`config.mk`:
```
export PLATFORM = sky130hd
export DESIGN_NAME = lift_call_sense
export DESIGN_NICKNAME = d
export VERILOG_FILES = /design/src/rtl/lift_call_sense.sv
export SDC_FILE = /design/constraint.sdc
export NUM_CORES = 1
export LEC_CHECK = 0
export ABC_AREA = 1
export ABC_CLOCK_PERIOD_IN_PS = 4570
export CAP_MARGIN = 10
export CORE_MARGIN = 2
export CORE_UTILIZATION = 50
export CTS_BUF_LIST = sky130_fd_sc_hd__clkbuf_2 sky130_fd_sc_hd__clkbuf_4 sky130_fd_sc_hd__clkbuf_8
export DETAILED_ROUTE_END_ITERATION = 16
export HOLD_SLACK_MARGIN = 0.03
export PLACE_DENSITY = 0.71
export SLEW_MARGIN = 25
export SYNTH_ARGS = -nofsm -noshare
export SYNTH_HDL_FRONTEND = slang
export SYNTH_SLANG_ARGS = --single-unit
```
`constraint.sdc`:
```
create_clock -name clk -period 4.57 [get_ports clk]
set_input_delay 0.457 -clock clk [delete_from_list [all_inputs] [get_ports clk]]
set_output_delay 0.457 -clock clk [all_outputs]
set_load 0.03 [all_outputs]
```
`src/rtl/lift_call_sense.sv`:
```
// Input conditioning for the lift controller: synchronises and debounces raw
// buttons/sensors/switches, latches calls until served, and derives direction flags.
module lift_call_sense #(
    parameter int FLOORS    = 4,
    parameter int DB_CYCLES = 4,
    parameter int FW        = $clog2(FLOORS)
) (
    input  logic              clk,
    input  logic              rst,
    input  logic [FLOORS-1:0] btn_call,
    input  logic [FLOORS-1:0] floor_sensor,
    input  logic              door_closed_raw,
    input  logic              overload_raw,
    input  logic              svc_ack,
    output logic [FLOORS-1:0] req_pending,
    output logic [FW-1:0]     cur_floor,
    output logic              floor_valid,
    output logic              arrive_pulse,
    output logic              req_above,
    output logic              req_below,
    output logic              req_here,
    output logic              door_closed,
    output logic              overload
);

    // Bit map: [FLOORS-1:0] buttons, [2F-1:F] sensors, [2F] door, [2F+1] overload
    localparam int N  = 2*FLOORS + 2;
    localparam int CW = $clog2(DB_CYCLES + 1);
    localparam logic [CW-1:0] CNT_LAST = CW'(DB_CYCLES - 1);

    logic [N-1:0]      raw, sync_p0, sync_p1, db, db_nxt;
    logic [CW-1:0]     cnt     [N];
    logic [CW-1:0]     cnt_nxt [N];
    logic [FLOORS-1:0] btn_q, btn_rise, clr_mask, sens_nxt;
    logic [FW-1:0]     hit_idx;
    logic              onehot;
    int                hits;

    assign raw = {overload_raw, door_closed_raw, floor_sensor, btn_call};

    // The debounced level flips on the cycle the count would reach DB_CYCLES.
    always_comb begin
        for (int i = 0; i < N; i++) begin
            db_nxt[i]  = db[i];
            cnt_nxt[i] = '0;
            if (sync_p1[i] != db[i]) begin
                if (cnt[i] == CNT_LAST)
                    db_nxt[i] = sync_p1[i];
                else
                    cnt_nxt[i] = cnt[i] + CW'(1);
            end
        end
    end

    // Floor decode uses the next debounced vector so tracking moves on the same edge.
    assign sens_nxt = db_nxt[2*FLOORS-1:FLOORS];

    always_comb begin
        hits    = 0;
        hit_idx = '0;
        for (int i = 0; i < FLOORS; i++) begin
            if (sens_nxt[i]) begin
                hits    = hits + 1;
                hit_idx = FW'(i);
            end
        end
        onehot = (hits == 1);
    end

    assign btn_rise = db[FLOORS-1:0] & ~btn_q;
    assign clr_mask = (svc_ack && floor_valid) ?
                      ({{(FLOORS-1){1'b0}}, 1'b1} << cur_floor) : '0;

    always_ff @(posedge clk or posedge rst) begin
        if (rst) begin
            sync_p0      <= '0;
            sync_p1      <= '0;
            db           <= '0;
            for (int i = 0; i < N; i++) cnt[i] <= '0;
            btn_q        <= '0;
            req_pending  <= '0;
            cur_floor    <= '0;
            floor_valid  <= 1'b0;
            arrive_pulse <= 1'b0;
        end else begin
            // stage p0 -> p1: two-flop synchroniser, then debounce
            sync_p0      <= raw;
            sync_p1      <= sync_p0;
            db           <= db_nxt;
            cnt          <= cnt_nxt;
            btn_q        <= db[FLOORS-1:0];
            // a new press wins over a simultaneous service clear
            req_pending  <= (req_pending & ~clr_mask) | btn_rise;
            floor_valid  <= onehot;
            if (onehot)
                cur_floor <= hit_idx;
            arrive_pulse <= onehot && (!floor_valid || hit_idx != cur_floor);
        end
    end

    always_comb begin
        req_above = 1'b0;
        req_below = 1'b0;
        for (int j = 0; j < FLOORS; j++) begin
            if (FW'(j) > cur_floor) req_above = req_above | req_pending[j];
            if (FW'(j) < cur_floor) req_below = req_below | req_pending[j];
        end
    end

    assign req_here    = req_pending[cur_floor] & floor_valid;
    assign door_closed = db[2*FLOORS];
    assign overload    = db[2*FLOORS+1];

endmodule

```
Word level (Yosys, flattened, before mapping)
Cells that the tools add are included.

Bits of input ports: 13. Output and inout bits: 13. Word-level logic and storage cells: 137. Bits in registers: 72.

Bitwise operators: 12. Shift operators: 1. Equal/unequal tests: 22. $lt $le $gt $ge: 9. Mux-type cells: 46. $add $sub $neg: 13. Reduce and logical (&&, ||, !) cells: 10.

Operator list (number): $add A32 B2 Y32 const B (3); $mux W32 (3); $mux W3 (20); $eq A32 B2 Y1 const B (1); $add A3 B1 Y3 const B (10); $eq A3 B2 Y1 const B (10); $mux W1 (19); $reduce_and A2 Y1 (6); $ne A1 B1 Y1 (10); $and A4 B4 Y4 (2); $not A4 Y4 (2); $or A1 B1 Y1 (6); $gt A1 B2 Y1 const A (2); $gt A2 B2 Y1 const A (2); $lt A1 B2 Y1 const A (2); $lt A2 B2 Y1 const A (2); $mux W2 (2); $mux W4 (1); $or A4 B4 Y4 (1); $shl A1 B2 Y4 const A (1); $lt A2 B3 Y1 const B (1); $bmux W1 S2 (1); $logic_and A1 B1 Y1 (2); $ne A2 B2 Y1 (1); 3 further kinds (3).

Longest topological paths before layout
Depth in word-level cells: 12. Mapped depth: 19. Mapped depth without buffers: 19.

Worst setup path before layout
OpenSTA, ideal clock, no wires.

Kind: flip-flop to flip-flop. Start: reg cnt[12] (netlist name). End: reg cur_floor[0]. Setup time: 0.117 ns. Data arrival time: 2.091 ns. Stages on the path, launching flop included: 18. Buffers on the path: 0. Slack: 2.363 ns. Required time: 4.453 ns. Cells stage by stage: dfrtp_1 -> ha_1 -> nand2_1 -> nand2_1 -> nand2_2 -> inv_1 -> ha_1 -> inv_1 -> nand3_1 -> nand2_1 -> inv_1 -> ha_1 -> nor2_1 -> nand2_1 -> nand2_4 -> nand2_4 -> nand2_1 -> nand2_1.

Cells in the longest elaborated chain, start to end: 9. Elaborated cells between the ends (all ways): 12. Classes of those cells: 2 x add/sub; 2 x eq/ne; 8 x mux.

RTL lines: start: declaration (line 32) `logic [CW-1:0] cnt [N];`; start signal: assignment (line 90) `cnt <= cnt_nxt;`; $eq A3 B2 Y1 * (line 47) `if (cnt[i] == CNT_LAST)`; $mux W1 * (line 47); $mux W1 * (line 46) `if (sync_p1[i] != db[i]) begin`; via db_nxt[5] (line 31) `logic [N-1:0] raw, sync_p0, sync_p1, db, db_nxt;`; $mux W32 (line 62) `if (sens_nxt[i]) begin`; $add A32 B2 Y32 (line 63) `hits = hits + 1;`; $mux W32 (line 62); $add A32 B2 Y32 (line 63); $mux W32 (line 62); $eq A32 B2 Y1 (line 67) `onehot = (hits == 1);`; end signal: assignment (line 96) `cur_floor <= hit_idx;`; end: declaration (line 16) `output logic [FW-1:0] cur_floor,`.

The timed path passes the listed nets; every way through them passes the cells marked *. A chain may end at the register's enable or synchronous reset.

Final worst setup path
Start: reg cur_floor[0]. End: out req_here.

Cells in the longest elaborated chain, start to end: 3.

RTL lines: $bmux W1 S2 (line 110) `assign req_here = req_pending[cur_floor] & floor_valid;`; $mux W1 (implied by the code) (line 110); $and A1 B1 Y1 (line 110); end: declaration (line 21) `output logic req_here,`.

Every way passes these cells. The select of a mux whose other input is x is not followed.

==> reports/metrics.cfg <==
[placement]
placed_instance_area_um2 = 3190
dp_hpwl_um = 2960
buffer_ports.inserted = 25
gp_congestion = 0.770

[routing]
met3RoutedLength_um = 159
routed_wirelength_um = 4080
detail_route.iter0.violations = 116
vias = 1769
routed.top_layer = met4
routedLengthMet1_um = 1940
viasPerCell = 4.70
detail_route.drc_violations = 0
detail_route.wl_per_cell_um = 10.8
drtAntennaViolNets = 0
first_pass_iters = 4
route.met2.wl_um = 1910

[sta]
setup_total_negative_slack_ps = 0
hold_slack_ps = 353
finalHoldViolCount = 0
post-route-period-util_pct = 55.8
setup_viol = 0
period_minus_slack_ps = 2550
max-slew-margin-rel_pct = 42.8
fin_worst_skew_ps = 5.67
tightestPinTransition_ps = 857
maxSlewViolCount = 0
grt_setup_unrepaired = false
peak_freq_ghz = 0.392

[worst_setup_path]
worst_ep_arrival_time_ps = 2090
type_of_destination_of_the_critical_path = primary output
critical_path.max_fanout = 9
critPathKind = reg -> out
required_ps = 4110
worst_setup_path_start_kind = register
reg2regPathDepth = 17

[floorplanning]
row_count = 27
io_pins = 26
fp.coreArea_um2 = 5510
initial_utilization_pct = 51.9
die_height_um = 79.6
die_width_um = 79.6
design.die.area_um2 = 6330

[logic_synthesis]
yosys.cell_types.count = 27
synth_async_sr_flop_share_pct = 100
synth_warnings = 0
synth_common_cells = sky130_fd_sc_hd__dfrtp_1 (72), sky130_fd_sc_hd__nand2_1 (45), sky130_fd_sc_hd__inv_1 (30)
synthesis.area_per_instance_um2 = 10.8
synth.net_count = 289
synth_largest_area_cell = sky130_fd_sc_hd__dfrtp_1
post-synth-top-count-cell = sky130_fd_sc_hd__dfrtp_1
synth_edf_count = 0
synth.cell_area_um2 = 2860
synth_ff_type = sky130_fd_sc_hd__dfrtp_1
synth-seq-area-share_pct = 63.1
cells_taking_the_most_area_after_synthesis = sky130_fd_sc_hd__dfrtp_1 (63%), sky130_fd_sc_hd__nand2_1 (5.9%), sky130_fd_sc_hd__ha_1 (5.3%)
synth.ff_latch_count = 72
yosys.area.top_type_share_pct = 63.1
syn-instance-count = 264

[clock_network]
cts_max_path_buffers = 2
cts.repair.resized = 0
cts_tree = built
clock-sinks = 72
cts_inserted_buffers = 9
h-tree-depth = 3
clk-insertion-delay-late_ps = 340
worst_setup_hold_path_clk_slew_ps = 70
post_cts_hold_buffer_count = 0
cts_root_buf = sky130_fd_sc_hd__clkbuf_8
cts_post_setup_buffers_inserted = 0

[pwr]
power_density_nw_per_um2 = 687
p_clk_share_pct = 23.0
intPower_mw = 1.47
power.switching_fraction_pct = 37.2
switchingPower_uw = 871
p_comb_share_pct = 37.5
share_seq_of_total_power_pct = 39.5
power.static_leakage_nw = 1.63
peakVddDrop_mv = 0.260

[cells_and_area]
insertedDiodeCount = 0
final_area_um2 = 3410
post_route_cells_drive_above_1_share_pct = 14.8
area.growth.synth_to_final_pct = 19.4
nNetsFinal = 324

[grt]
grt_antenna_before_repair = 0
grt_pass1_vias = 1830
grt_start_max_net_pins = 45
grt_pass1_wl_um = 7610
grtUsageTotal_pct = 15.8
global_route.overflow_total = 0

[worst_hold_path]
worst_hold_path_type = reg -> reg
hold-path-cell-count = 0

[run]
max-cap-violations = 0

[outcome]
outcome = completed

## stage by stage
| stage | util, % | instances | total power [mW] | setup slack, ps |
|---|---|---|---|---|
| 4_1_cts | 61.9 | 376 | 2.37 | 2020 |
| 3_5_place_dp | 57.9 | 360 | 1.82 | 2180 |
| 6_report | 61.9 | 376 | 2.34 | 2020 |
| 3_3_place_gp | 57.9 | 360 | 1.79 | 2280 |
| 5_1_grt | 61.9 | 376 | 2.52 | 1900 |
| 2_1_floorplan | - | 264 | 1.59 | 2290 |
## final timing paths
check / from / to / slack (ps)
setup / recovery: cur_floor[0] / req_here / 2020
hold / removal: sync_p0[9] / sync_p1[9] / 350
setup reg to reg: cnt[12] / cur_floor[1] / 2190
hold reg to reg: sync_p0[9] / sync_p1[9] / 350
max in group asynchronous: rst / cnt[26] / 3070
min in group asynchronous: rst / db[9] / 610
## registers in the layout, summed over array words and instances, names as in the netlist
register,cells
req_pending,4
btn_q,4
db,10
arrive_pulse,1
floor_valid,1
sync_p1,10
sync_p0,10
cnt,30
cur_floor,2
## worst max-delay path, cell delays in order, from the launching register on
cell and delay, ps:
sky130_fd_sc_hd__dfrtp_1 530, sky130_fd_sc_hd__inv_1 190, sky130_fd_sc_hd__nor2_1 120, sky130_fd_sc_hd__a22oi_1 80, sky130_fd_sc_hd__a31oi_1 150, sky130_fd_sc_hd__clkdlybuf4s50_1 690
## power groups by stage
stage / sequential [mW] / clock [mW] / combinational [mW]
after floorplan: 0.971 / 0 / 0.620
after global placement: 0.931 / 0 / 0.859
after detailed placement: 0.937 / 0 / 0.887
after CTS: 0.925 / 0.554 / 0.892
after global routing: 0.947 / 0.579 / 0.998
final: 0.925 / 0.539 / 0.877
## logic make-up after synthesis
| kind of cell | count (synthesis) | synth area share (%) |
|---|---|---|
| DFF | 72 | 63.1 |
| buffers and inverters | 40 | 5.52 |
| xor gates and xnor gates | 10 | 3.07 |
| and+or+nand+nor | 108 | 18.1 |
| muxes | 1 | 0.394 |
| adders and majority gates | 12 | 5.26 |
| AOI/OAI and AO/OA | 21 | 4.51 |
## cell usage in the layout, fill, tap and decap left out, drive strengths merged
cell	synthesis	layout
a31oi	1	1
o21ai	13	13
buf	2	1
clkinvlp	0	1
o22ai	2	2
clkinv	0	3
bufinv	0	2
a21oi	3	3
nand3	13	13
mux2	1	1
nor3	16	16
ha	12	12
nor3b	5	5
a22oi	1	1
o31ai	1	1
xnor2	10	10
nor2	17	17
nand2	57	57
dfrtp	72	72
clkbuf	0	9
clkdlybuf4s50	0	25
inv	38	39
## per-layer routing
layer,GRT usage (%),vias to the layer above
met1,20.2,825
met2,24.3,28
met4,7.24,0
met3,5.43,7
li1,-,909
met5,0,-
## final cells by class
class,instances,area (um2)
tap,72,90.1
fill,435,2100
sequential,72,1800
multi-input combinational,152,896
clock inverter,7,95.1
inverter,38,145
timing repair buffer,26,258
clock buffer,9,124
No activity file was read; power rests on OpenSTA's default activity.
